**src/rtl/clock_pkg.sv**
```systemverilog
// Shared definitions for the clock set/run control path: mode encodings and
// switch bit positions.
package clock_pkg;

    typedef enum logic [1:0] {
        MODE_RUN     = 2'd0,
        MODE_SET_SEC = 2'd1,
        MODE_SET_MIN = 2'd2
    } mode_e;

    localparam int NUM_SW  = 4;
    localparam int SW_MODE = 0;
    localparam int SW_INC  = 1;
    localparam int SW_CLR  = 2;
    localparam int SW_HOLD = 3;

endpackage

```
**src/rtl/sw_debounce.sv**
```systemverilog
// One switch bit: 2-FF synchronizer followed by a stable-count debouncer.
module sw_debounce #(
    parameter int DB_CYCLES = 1_000_000
) (
    input  logic CLK,
    input  logic RST,
    input  logic din,
    output logic dout
);

    localparam int CW = (DB_CYCLES > 1) ? $clog2(DB_CYCLES) : 1;

    logic          s1, s2;
    logic [CW-1:0] cnt;

    always_ff @(posedge CLK or posedge RST) begin
        if (RST) begin
            s1   <= 1'b0;
            s2   <= 1'b0;
            cnt  <= '0;
            dout <= 1'b0;
        end else begin
            s1 <= din;
            s2 <= s1;
            // Any return to the accepted level discards partial progress.
            if (s2 != dout) begin
                if (cnt == CW'(DB_CYCLES - 1)) begin
                    dout <= s2;
                    cnt  <= '0;
                end else begin
                    cnt <= cnt + 1'b1;
                end
            end else begin
                cnt <= '0;
            end
        end
    end

endmodule

```
**src/rtl/clock_set_ctrl.sv**
```systemverilog
// Run/set mode control for the two-digit counter: debounced switches, mode FSM,
// 1 Hz gating, increment/clear pulses and edit-digit blinking.
module clock_set_ctrl
    import clock_pkg::*;
#(
    parameter int DB_CYCLES    = 1_000_000,
    parameter int BLINK_CYCLES = 12_500_000
) (
    input  logic       CLK,
    input  logic       RST,
    input  logic [3:0] SW,
    input  logic       en1hz_in,
    output logic       en1hz_out,
    output logic       inc_sec,
    output logic       inc_min,
    output logic       clr,
    output logic [1:0] blank,
    output logic [1:0] mode
);

    localparam int BW = (BLINK_CYCLES > 1) ? $clog2(BLINK_CYCLES) : 1;

    logic [NUM_SW-1:0] deb;
    logic [2:0]        deb_d;
    logic              mode_p, inc_p, clr_p, hold;
    mode_e             state, next;
    logic [BW-1:0]     blink_cnt;
    logic              phase;
    logic              blink_rst;

    for (genvar i = 0; i < NUM_SW; i++) begin : g_db
        sw_debounce #(.DB_CYCLES(DB_CYCLES)) u_db (
            .CLK  (CLK),
            .RST  (RST),
            .din  (SW[i]),
            .dout (deb[i])
        );
    end

    always_ff @(posedge CLK or posedge RST) begin
        if (RST) deb_d <= '0;
        else     deb_d <= deb[2:0];
    end

    assign mode_p = deb[SW_MODE] & ~deb_d[SW_MODE];
    assign inc_p  = deb[SW_INC]  & ~deb_d[SW_INC];
    assign clr_p  = deb[SW_CLR]  & ~deb_d[SW_CLR];
    assign hold   = deb[SW_HOLD];

    always_ff @(posedge CLK or posedge RST) begin
        if (RST) state <= MODE_RUN;
        else     state <= next;
    end

    always_comb begin
        next = state;
        case (state)
            MODE_RUN:     if (mode_p) next = MODE_SET_SEC;
            MODE_SET_SEC: if (mode_p) next = MODE_SET_MIN;
            MODE_SET_MIN: if (mode_p) next = MODE_RUN;
            default:      next = MODE_RUN;
        endcase
    end

    // Increments target the state before any simultaneous mode step.
    always_ff @(posedge CLK or posedge RST) begin
        if (RST) begin
            inc_sec <= 1'b0;
            inc_min <= 1'b0;
            clr     <= 1'b0;
        end else begin
            inc_sec <= inc_p & (state == MODE_SET_SEC);
            inc_min <= inc_p & (state == MODE_SET_MIN);
            clr     <= clr_p;
        end
    end

    // Restarting on entry and on each increment keeps the edited digit visible.
    assign blink_rst = inc_p | ((next != state) &&
                                (next == MODE_SET_SEC || next == MODE_SET_MIN));

    always_ff @(posedge CLK or posedge RST) begin
        if (RST) begin
            blink_cnt <= '0;
            phase     <= 1'b0;
        end else if (blink_rst) begin
            blink_cnt <= '0;
            phase     <= 1'b0;
        end else if (blink_cnt == BW'(BLINK_CYCLES - 1)) begin
            blink_cnt <= '0;
            phase     <= ~phase;
        end else begin
            blink_cnt <= blink_cnt + 1'b1;
        end
    end

    assign en1hz_out = en1hz_in & (state == MODE_RUN) & ~hold;
    assign blank[0]  = (state == MODE_SET_SEC) & phase;
    assign blank[1]  = (state == MODE_SET_MIN) & phase;
    assign mode      = state;

endmodule

```
**config.mk**
```make
export PLATFORM = sky130hd
export DESIGN_NAME = clock_set_ctrl
export DESIGN_NICKNAME = d
export VERILOG_FILES = /design/src/rtl/clock_pkg.sv /design/src/rtl/sw_debounce.sv /design/src/rtl/clock_set_ctrl.sv
export SDC_FILE = /design/constraint.sdc
export NUM_CORES = 1
export LEC_CHECK = 0
export BUFFER_PORTS_ARGS = -buffer_cell sky130_fd_sc_hd__buf_2
export CORE_ASPECT_RATIO = 0.5
export CORE_MARGIN = 8
export CORE_UTILIZATION = 62
export DETAILED_ROUTE_END_ITERATION = 16
export GPL_TIMING_DRIVEN = 0
export HOLD_SLACK_MARGIN = 0.05
export PLACE_DENSITY = 0.86
export SLEW_MARGIN = 20
export SYNTH_ARGS = -nofsm -noshare
export SYNTH_HDL_FRONTEND = slang
export SYNTH_SLANG_ARGS = --single-unit
export TNS_END_PERCENT = 100
```
**constraint.sdc**
```tcl
create_clock -name CLK -period 4.9 [get_ports CLK]
set_input_delay 0.735 -clock CLK [delete_from_list [all_inputs] [get_ports CLK]]
set_output_delay 0.735 -clock CLK [all_outputs]
set_load 0.02 [all_outputs]
```
==> flow_summary_export.csv, run 1 <==
group,metric,value,unit
worst_setup_path,cp_common_cell,"sky130_fd_sc_hd__or4_1",
synth,synthesis.area,5950,um2
power_and_ir_drop,static-leakage-power,2.80,nW
worst_setup_path,cp_cell_sequence,"ha_1 -> nand4_1 -> or4_1 -> clkbuf_1 -> or4_1 -> a21oi_1",
power_and_ir_drop,ir_drop,0.000272,V
clocking,post_cts_hold_buffers,0,
timing,timing_max_transition_violations_final,0,
power_and_ir_drop,seq_power_share,43.8,%
worst_setup_path,worst_setup_path_start_kind,"flip-flop",
worst_setup_path,crit_buf_inv,1,
worst_setup_path,path_max_fanout,10,
layout,post_route_cells_drive_above_1_share,9.54,%
layout,flow.area_growth_from_synthesis,14.7,%
grt,pin_count_of_the_biggest_net_entering_global_routing,83,
drt,post_dr_vias_cell,6.07,
power_and_ir_drop,power.share.combinational,2.3,%
drt,detail_route.drc_violations,0,
worst_setup_path,slowest_delay,0.55,ns
synth,synth.area.top_cells,"sky130_fd_sc_hd__dfrtp_1 53%, sky130_fd_sc_hd__xnor2_1 5.3%, sky130_fd_sc_hd__nor2_1 4.9%",
timing,post-route-min-period,2.30,ns
power_and_ir_drop,clkPwrFrac,53.8,%
die,effective_utilization_at_floorplan,63.4,%
power_and_ir_drop,switching_power,0.000501,W
run_status,outcome,"finished, final reports clean",
synth,synth_top_flop_cell,"sky130_fd_sc_hd__dfrtp_1",
synth,postSynthNetCount,616,
grt,grt_first_pass_wirelength,21.4,mm
worst_setup_path,crit_path_end_kind,"flip-flop",
place,hpwlAfterDp,7.92,mm
layout,core_utilization_of_the_finished_layout,72.7,%
clocking,tritoncts,"done",
worst_setup_path,path_class,"flip-flop to flip-flop",
die,core_area,9380,um2
job,cap_violations,0,
timing,accumulated_negative_setup_slack,0,ns
timing,fin_skew,0.00943,ns
drt,detail_route.wirelength,12.7,mm
synth,share_of_synthesized_flip_flops_with_an_asynchronous_set_or_reset,100,%
clocking,cts_max_path_buffers,2,
synth,synth_warnings,0,
synth,synth_largest_type_area_fraction,52.6,%
clocking,postCtsSetupBuffers,0,
timing,report.final.setup_viol,0,
timing,rsz_0062_raised_after_global_routing,"no",
drt,wire_per_inst,16.5,um
clocking,ctsHtreeMaxLevel,4,
drt,routed-via-count,4683,
timing,max_freq,435,MHz
die,top_ports,15,
layout,finish.net_count,650,
power_and_ir_drop,post-layout-total-power,0.00241,W
die,floorplan.die.width,155,um
worst_hold_path,worst_hold_path_type,"input port to async pin",
die,number_of_placement_rows,25,
synth,number_of_flops_mapped_to_enable_cells_by_yosys,0,
timing,timing.slew.headroom,57.7,%
worst_setup_path,slowest_stage_cell_on_the_critical_path,"sky130_fd_sc_hd__or4_1",
grt,grt_overflow,0,
grt,via_count_of_the_first_global_routing_pass,4656,
worst_setup_path,reg_to_reg_setup_timing_slack,2.60,ns
clocking,clk_pin_slew_worst_paths,0.06,ns
die,die_height,85.3,um
power_and_ir_drop,power_per_cell_area,353,nW/um2
die,dieArea,13200,um2
synth,syn_inst,604,
grt,groute.usage.overall,20.2,%
worst_setup_path,worst-endpoint-required,5.23,ns
place,place.port_buffers,14,
drt,detailedRoute.firstPassIterationCount,5,
worst_setup_path,reg2reg_depth,6,
worst_setup_path,worstReg2RegStart,"blink_cnt[0]$_DFF_PP0_",
synth,synth_seq_area_share,52.6,%
synth,synth.ff_latch_count,125,
place,finalWeightedCongestion,0.837,
worst_setup_path,timing.rr.end,"blink_cnt[18]$_DFF_PP0_",
clocking,clk_root_buffer_cell,"sky130_fd_sc_hd__clkbuf_16",
clocking,numClockSinks,125,
synth,yosysUniqueCellTypes,37,
timing,post_route_fraction_of_the_period_consumed_by_the_critical_path,46.9,%
power_and_ir_drop,switching_share,20.8,%
drt,drt-initial-drc-count,245,
worst_setup_path,worst_path_dominant_cell_family,"simple AND/OR/NAND/NOR gates",
synth,yosysTopAreaCell,"sky130_fd_sc_hd__dfrtp_1",
clocking,number_of_buffers_created_by_cts,17,
drt,detail-route-antenna-nets,0,
synth,syn_avg_cell_area,9.85,um2
clocking,post_cts.resized_instances,0,
timing,hold_viol_final,0,
power_and_ir_drop,cellInternalPower,0.00191,W
grt,antenna_violations_before_repair,0,
layout,most_frequent_cells_in_the_layout,"125 x sky130_fd_sc_hd__dfrtp_1, 78 x sky130_fd_sc_hd__nor2_1, 40 x sky130_fd_sc_hd__nand3_1",
clocking,clkLatencyLatePin,0.41,ns
layout,leading_cell_type_in_the_layout_fill_and_taps_excluded,"sky130_fd_sc_hd__dfrtp_1",
timing,least_margin_pin_slew,0.629,ns
layout,antenna_cells_inserted,0,
worst_setup_path,arrival,2.63,ns
[cell families (layout without fill, tap and decap cells)]
family	count (synthesis)	after routing	share of synthesized area, %
adders and majority gates	5	5	1.05
buffers and inverters	40	86	2.65
xor gates and xnor gates	63	63	9.28
and+or+nand+nor	286	286	26.2
muxes	4	4	0.757
DFF	125	125	52.6
AOI/OAI and AO/OA	81	81	7.51
[worst register-to-register path: stages, from the launching register on]
cell                       delay, ns
sky130_fd_sc_hd__dfrtp_1        0.42
sky130_fd_sc_hd__ha_1           0.25
sky130_fd_sc_hd__nand4_1        0.19
sky130_fd_sc_hd__or4_1          0.55
sky130_fd_sc_hd__clkbuf_1       0.21
sky130_fd_sc_hd__or4_1          0.43
sky130_fd_sc_hd__a21oi_1        0.16
[power by group through the flow]
stage                     clock (W)  combinational [W]  sequential (W)
final                       0.00130          0.0000561         0.00106
after global routing        0.00135          0.0000658         0.00106
after detailed placement          0          0.0000571         0.00107
after CTS                   0.00131          0.0000579         0.00106
after global placement            0          0.0000517         0.00107
after floorplan                   0          0.0000391         0.00107
[worst max-delay path by stage]
stage	start	to	slack, ns	depth (start not counted)
3_3_place_gp	RST	g_db[0].u_db.cnt[2]$_DFF_PP0_	-0.43	2
4_1_cts	mode[0]$_DFF_PP0_	en1hz_out	2.59	3
6_report	blink_cnt[0]$_DFF_PP0_	blink_cnt[18]$_DFF_PP0_	2.60	6
2_1_floorplan	RST	blink_cnt[0]$_DFF_PP0_	0.84	1
3_5_place_dp	blink_cnt[0]$_DFF_PP0_	blink_cnt[18]$_DFF_PP0_	2.63	6
5_1_grt	blink_cnt[0]$_DFF_PP0_	blink_cnt[18]$_DFF_PP0_	2.44	6
[layout make-up]
type	instances	area (um2)
buffer	20	82.6
clock buffer	21	480
clock inverter	10	138
fill	616	2560
tap	121	151
sequential	125	3130
timing repair buffer	15	97.6
inverter	20	80.1
multi-input combinational	439	2660
[registers in the layout, indices dropped and copies added, names as in the netlist]
name            count
inc_min             1
g_db.u_db.dout      4
g_db.u_db.s1        4
g_db.u_db.cnt      80
clr                 1
deb_d               3
inc_sec             1
phase               1
mode                2
blink_cnt          24
g_db.u_db.s2        4
[layer usage]
metal  global-route usage, %  vias up  routed length (um)
met2                    33.7      146                6240
met4                    9.97        0                 331
met3                    5.93       41                 604
met1                    23.6     2275                5510
li1                        -     2221                   -
met5                       0        -                   0
[through the flow]
step           instances  worst slack [ns]  hold WS [ns]  instance area [um2]
6_report             771              2.60         0.333                 6820
5_1_grt              771              2.44         0.357                 6820
4_1_cts              771              2.59         0.348                 6820
3_5_place_dp         740              2.63         0.336                 6200
3_3_place_gp         739            -0.435         0.334                 6170
2_1_floorplan        604             0.837         0.331                 5950
[Yosys cell counts, drive strengths merged, types with 14 or more instances]
cell,count
nor3,16
o31ai,14
clkbuf,15
xnor2,36
nand4,15
o21ai,29
a21oi,36
or3,23
nor2,78
nand2,38
or4,22
dfrtp,125
inv,20
xor2,27
nand3,40
No activity file was read; power rests on OpenSTA's default activity.
==> run 2: changes to the inputs <==
Clock period 4.9 ns to 2.3 ns, I/O delays scaled along.
==> run 2 against run 1 <==
  * Combinational power increased to 2.6 times the previous value
  * Total power increased by 110%
  * Register-to-register slack worse by 2.5 ns
  * Sequential cell count unchanged
  * Hold slack gained 0.024 ns
  * Non-clock buffer count up 9
  * Critical endpoint is now g_db[1].u_db.cnt[18]$_DFF_PP0_
  * Largest power group unchanged
==> flow_summary_export.csv, run 2 (synthesized netlist as in run 1, its figures left out) <==
group,metric,value,unit
layout,finish.net_count,659,
layout,flow.area_growth_from_synthesis,16.6,%
power_and_ir_drop,ir_drop,0.000587,V
power_and_ir_drop,static-leakage-power,2.84,nW
timing,timing_max_transition_violations_final,0,
timing,accumulated_negative_setup_slack,0,ns
drt,detailedRoute.firstPassIterationCount,5,
drt,wl_met1,5.63,mm
clocking,clkLatencyLatePin,0.42,ns
die,top_ports,15,
timing,least_margin_pin_slew,0.535,ns
worst_setup_path,slowest_delay,0.51,ns
timing,report.final.setup_viol,0,
drt,top_signal_layer_used,"met4",
drt,wl_met3,649,um
power_and_ir_drop,post-layout-total-power,0.00512,W
clocking,ctsHtreeMaxLevel,4,
die,floorplan.die.width,155,um
drt,met2_length,6.76,mm
worst_setup_path,worstReg2RegStart,"g_db[1].u_db.cnt[0]$_DFF_PP0_",
drt,detail-route-antenna-nets,0,
drt,drt-initial-drc-count,360,
worst_setup_path,timing.rr.end,"g_db[1].u_db.cnt[18]$_DFF_PP0_",
place,placed_cell_area,6250,um2
grt,via_count_of_the_first_global_routing_pass,4815,
drt,post_dr_vias_cell,6.17,
place,placedCellCount,743,
worst_hold_path,worst_hold_path_type,"flip-flop to flip-flop",
timing,post-route-min-period,2.20,ns
layout,largest_reg_flops,80,
worst_setup_path,cp_common_cell,"sky130_fd_sc_hd__or4_1",
worst_setup_path,arrival,2.53,ns
worst_setup_path,path_class,"flip-flop to flip-flop",
place,hpwlAfterDp,8.28,mm
layout,post-route-cell-area,6930,um2
clocking,numClockSinks,125,
layout,registers.top_by_ff_count,"g_db.u_db.cnt",
worst_setup_path,reg2reg_depth,6,
place,place.port_buffers,14,
worst_setup_path,slowest_stage_cell_on_the_critical_path,"sky130_fd_sc_hd__or4_1",
drt,wire_per_inst,17.1,um
die,die_height,85.3,um
grt,groute.usage.overall,21.1,%
worst_setup_path,cp_cell_sequence,"ha_2 -> nand2_1 -> or4_1 -> buf_2 -> or4_1 -> a21oi_1",
die,dieArea,13200,um2
grt,grt_first_pass_wirelength,22.6,mm
clocking,number_of_buffers_created_by_cts,17,
clocking,clk_root_buffer_cell,"sky130_fd_sc_hd__clkbuf_16",
power_and_ir_drop,power_per_cell_area,739,nW/um2
timing,fin_skew,0.0116,ns
worst_hold_path,worstHoldEndpoint,"g_db[1].u_db.s2$_DFF_PP0_",
layout,leading_cell_type_in_the_layout_fill_and_taps_excluded,"sky130_fd_sc_hd__dfrtp_1",
layout,core_utilization_of_the_finished_layout,73.9,%
drt,detail_route.wirelength,13.3,mm
timing,timing.slew.headroom,64.2,%
grt,antenna_violations_before_repair,0,
die,effective_utilization_at_floorplan,63.4,%
job,cap_violations,0,
clocking,cts_max_path_buffers,2,
run_status,outcome,"finished, final reports clean",
grt,pin_count_of_the_biggest_net_entering_global_routing,31,
clocking,tritoncts,"done",
worst_setup_path,worst_setup_path_start_kind,"flip-flop",
layout,post_route_cells_drive_above_1_share,10.9,%
die,core_area,9380,um2
worst_hold_path,hold_depth,0,
worst_setup_path,worst-endpoint-required,2.62,ns
clocking,clk_pin_slew_worst_paths,0.06,ns
place,finalWeightedCongestion,0.834,
timing,max_freq,454,MHz
drt,detail_route.drc_violations,0,
worst_hold_path,hold_start,"g_db[1].u_db.s1$_DFF_PP0_",
layout,finish.cell_count_without_fillers,781,
timing,post_route_fraction_of_the_period_consumed_by_the_critical_path,95.8,%
timing,hold_viol_final,0,
grt,grt_overflow,0,
layout,most_frequent_cells_in_the_layout,"125 x sky130_fd_sc_hd__dfrtp_1, 78 x sky130_fd_sc_hd__nor2_1, 40 x sky130_fd_sc_hd__nand3_1",
worst_setup_path,crit_path_end_kind,"flip-flop",
worst_setup_path,path_max_fanout,7,
drt,routed-via-count,4815,
layout,reg.largest.list,"g_db.u_db.cnt: 80 flops, blink_cnt: 24 flops",
worst_setup_path,reg_to_reg_setup_timing_slack,0.1,ns
die,number_of_placement_rows,25,
layout,antenna_cells_inserted,0,
run 2: cell types whose count changed in the layout (fill, tap and decap cells not counted), moves of 2 or more:
cell | previous run | this run
sky130_fd_sc_hd__clkbuf_1 | 14 | 11
sky130_fd_sc_hd__buf_4 | 0 | 2
sky130_fd_sc_hd__ha_2 | 0 | 2
sky130_fd_sc_hd__ha_1 | 5 | 3
sky130_fd_sc_hd__dlygate4sd3_1 | 0 | 5
sky130_fd_sc_hd__clkbuf_8 | 4 | 1
sky130_fd_sc_hd__buf_12 | 0 | 4
sky130_fd_sc_hd__clkinvlp_4 | 2 | 6
run 2: final cells by class:
cell class	count	area [um2]
plain buffers	19	80.1
flip-flops and latches	125	3130
inverters	20	78.8
clock inverters	14	169
well taps	121	151
multi-input cells	439	2670
repair buffers	25	215
clock buffers	18	439
fillers	597	2450
run 2: power breakdown:
part | internal [W] | switching [W]
Sequential | 0.00222 | 0.0000263
Clock | 0.00173 | 0.000999
Combinational | 0.0000506 | 0.0000931
Total | 0.00400 | 0.00112
run 2: timing repair:
action	CTS	global route
hold endpoints to repair	25	0
endpoints found under the setup margin	0	21
resized for setup	0	6
setup buffers	0	2
hold buffers	5	0
run 2: worst max path at each step:
stage / from / endpoint / slack (ns) / cells past startpoint
after floorplan: blink_cnt[0]$_DFF_PP0_ / blink_cnt[18]$_DFF_PP0_ / 0.29 / 6
after global placement: RST / g_db[2].u_db.cnt[9]$_DFF_PP0_ / -0.31 / 2
after detailed placement: blink_cnt[0]$_DFF_PP0_ / blink_cnt[18]$_DFF_PP0_ / 0.07 / 6
after CTS: blink_cnt[0]$_DFF_PP0_ / blink_cnt[18]$_DFF_PP0_ / 0.04 / 6
after global routing: g_db[1].u_db.cnt[0]$_DFF_PP0_ / g_db[1].u_db.cnt[18]$_DFF_PP0_ / -0.02 / 6
final: g_db[1].u_db.cnt[0]$_DFF_PP0_ / g_db[1].u_db.cnt[18]$_DFF_PP0_ / 0.1 / 6
run 2: critical path: cells and delay by family, from the launching register on:
kind,cells,cell delay (ns)
AOI/OAI and AO/OA,1,0.19
adders and majority gates,1,0.24
buffers and inverters,1,0.19
DFF,1,0.39
and+or+nand+nor,3,1.11
run 2: per-stage QoR:
step                      hold slack, ns  setup slack (ns)
after floorplan                    0.331             0.293
after global placement             0.335            -0.312
after detailed placement           0.338            0.0719
after CTS                          0.352            0.0397
after global routing               0.363           -0.0176
final                              0.357            0.0960
run 2: routing by layer:
| metal | vias up | track usage (%) |
|---|---|---|
| met5 | - | 0 |
| met4 | 0 | 8.56 |
| met3 | 37 | 5.63 |
| met2 | 151 | 36.0 |
| met1 | 2380 | 25.1 |
| li1 | 2247 | - |
==> run 3: changes to the inputs <==
Settings changed: CORE_MARGIN 8 to 2.
==> run 3 against run 2 <==
  * First-iteration DRC count is 22% higher
  * Via count fell by 1.6%
  * Clock skew shrank 0.0051 ns
  * Routed wire length decreased by 4.5%
  * Utilization is 0.51 points higher
  * Total power is 0.99% higher
  * Sequential cell count stayed put
==> flow_summary_export.csv, run 3 (synthesized netlist as in run 1, its figures left out) <==
group,metric,value,unit
run_status,outcome,"finished, final reports clean",
drt,wl_met3,705,um
drt,detail_route.wirelength,12.7,mm
drt,detailedRoute.firstPassIterationCount,5,
die,top_ports,15,
worst_setup_path,slowest_stage_cell_on_the_critical_path,"sky130_fd_sc_hd__or4_1",
clocking,ctsHtreeMaxLevel,4,
timing,least_margin_pin_slew,0.549,ns
layout,sequential_cell_area,3130,um2
drt,wire_per_inst,16.2,um
worst_setup_path,slowest_delay,0.55,ns
die,dieArea,10400,um2
clocking,number_of_buffers_created_by_cts,17,
worst_setup_path,cp_cell_sequence,"ha_4 -> nand2_1 -> or4_1 -> clkbuf_4 -> or4_1 -> a21oi_1",
layout,registers.top_by_ff_count,"g_db.u_db.cnt",
layout,finish.net_count,662,
clocking,clkLatencyLatePin,0.42,ns
worst_setup_path,worst-endpoint-required,2.63,ns
worst_setup_path,crit_path_end_kind,"flip-flop",
job,cap_violations,0,
layout,leading_cell_type_in_the_layout_fill_and_taps_excluded,"sky130_fd_sc_hd__dfrtp_1",
timing,timing_max_transition_violations_final,0,
layout,largest_reg_flops,80,
clocking,numClockSinks,125,
layout,post-route-cell-area,6980,um2
layout,post_route_cells_drive_above_1_share,11.0,%
timing,post-route-min-period,2.23,ns
drt,top_signal_layer_used,"met4",
place,hpwlAfterDp,7.79,mm
drt,met2_length,6.19,mm
place,place.port_buffers,14,
die,die_height,73.3,um
power_and_ir_drop,ir_drop,0.000576,V
clocking,clk_pin_slew_worst_paths,0.06,ns
drt,post_dr_vias_cell,6.05,
worst_setup_path,path_max_fanout,7,
drt,detail_route.drc_violations,0,
layout,most_frequent_cells_in_the_layout,"125 x sky130_fd_sc_hd__dfrtp_1, 78 x sky130_fd_sc_hd__nor2_1, 40 x sky130_fd_sc_hd__nand3_1",
worst_setup_path,cp_common_cell,"sky130_fd_sc_hd__or4_1",
timing,final_critical_path_setup_slack,0.0694,ns
worst_hold_path,worst_hold_path_type,"flip-flop to flip-flop",
drt,routed-via-count,4740,
layout,n_fill_cell,563,
layout,multi_input_comb_area,2680,um2
grt,antenna_violations_before_repair,0,
timing,post_route_fraction_of_the_period_consumed_by_the_critical_path,97.0,%
timing,timing.slew.headroom,63.3,%
drt,drt-initial-drc-count,438,
die,effective_utilization_at_floorplan,63.4,%
grt,groute.usage.overall,26.9,%
worst_setup_path,path_class,"flip-flop to flip-flop",
grt,via_count_of_the_first_global_routing_pass,4438,
power_and_ir_drop,power_per_cell_area,741,nW/um2
worst_setup_path,worst_setup_path_start_kind,"flip-flop",
grt,pin_count_of_the_biggest_net_entering_global_routing,33,
place,placed_cell_area,6260,um2
layout,flow.area_growth_from_synthesis,17.4,%
timing,report.final.setup_viol,0,
worst_setup_path,arrival,2.56,ns
drt,wl_met1,5.67,mm
layout,core_utilization_of_the_finished_layout,74.4,%
power_and_ir_drop,static-leakage-power,2.85,nW
layout,antenna_cells_inserted,0,
timing,max_freq,448,MHz
die,floorplan.die.width,143,um
clocking,cts_max_path_buffers,2,
drt,detail-route-antenna-nets,0,
place,place_ws,0.0613,ns
grt,grt_overflow,0,
layout,reg.largest.list,"g_db.u_db.cnt: 80 flops, blink_cnt: 24 flops",
timing,fin_skew,0.00648,ns
place,finalWeightedCongestion,0.826,
die,number_of_placement_rows,25,
grt,grt_first_pass_wirelength,21.6,mm
die,core_area,9380,um2
timing,hold_viol_final,0,
clocking,tritoncts,"done",
timing,rsz_0062_raised_after_global_routing,"no",
clocking,clk_root_buffer_cell,"sky130_fd_sc_hd__clkbuf_16",
run 3: final timing paths:
kind                                                from                              to  slack [ns]  cells after the start
min                            g_db[3].u_db.s1$_DFF_PP0_       g_db[3].u_db.s2$_DFF_PP0_        0.35                      0
min in group asynchronous                            RST  g_db[2].u_db.cnt[15]$_DFF_PP0_        0.54                      3
max reg2reg                g_db[1].u_db.cnt[0]$_DFF_PP0_  g_db[1].u_db.cnt[18]$_DFF_PP0_        0.07                      6
min reg2reg                    g_db[3].u_db.s1$_DFF_PP0_       g_db[3].u_db.s2$_DFF_PP0_        0.35                      0
max in group asynchronous                            RST  g_db[0].u_db.cnt[11]$_DFF_PP0_        1.02                      5
max                        g_db[1].u_db.cnt[0]$_DFF_PP0_  g_db[1].u_db.cnt[18]$_DFF_PP0_        0.07                      6
run 3: critical path: cells and delay by family (launching register included):
kind	cells	cell delay, ns
simple gates	3	1.14
fa+ha+maj	1	0.18
flops	1	0.42
compound gates	1	0.19
buf+inv	1	0.20
run 3: layout make-up:
class                      instances  area share (%)
tap                              121            2.17
multi-input combinational        439            38.4
sequential                       125            44.8
inverter                          20            1.13
buffer                            19            1.17
clock buffer                      22            6.79
timing repair buffer              28            3.51
clock inverter                    10            1.97
run 3: per-stage QoR:
stage	std cells	power [W]	setup TNS, ns	hold slack, ns
global placement	739	0.00240	-38.75	0.335
global route	784	0.00532	0	0.355
floorplan	604	0.00237	0	0.331
CTS	780	0.00519	0	0.351
finish	784	0.00517	0	0.352
detailed placement	743	0.00242	0	0.338
run 3: per-layer routing:
| layer | track usage, % | vias up |
|---|---|---|
| met1 | 35.4 | 2329 |
| met3 | 7.63 | 22 |
| met2 | 44.5 | 144 |
| met4 | 8.03 | 0 |
| li1 | - | 2245 |
| met5 | 0 | - |
run 3: timing repair:
action,in CTS,in global routing
buffers inserted,0,5
endpoints found under the hold margin,22,0
setup endpoints to repair,1,7
pin swaps,0,1
resized for setup,1,5
hold buffers,5,0
run 3: report_power, final:
group	leakage, nW	switching, W	internal (W)	total (W)
sequential	1.70	0.0000261	0.00222	0.00225
combinational	0.864	0.0000928	0.0000574	0.000150
clock	0.284	0.000988	0.00179	0.00277
total	2.85	0.00111	0.00407	0.00517
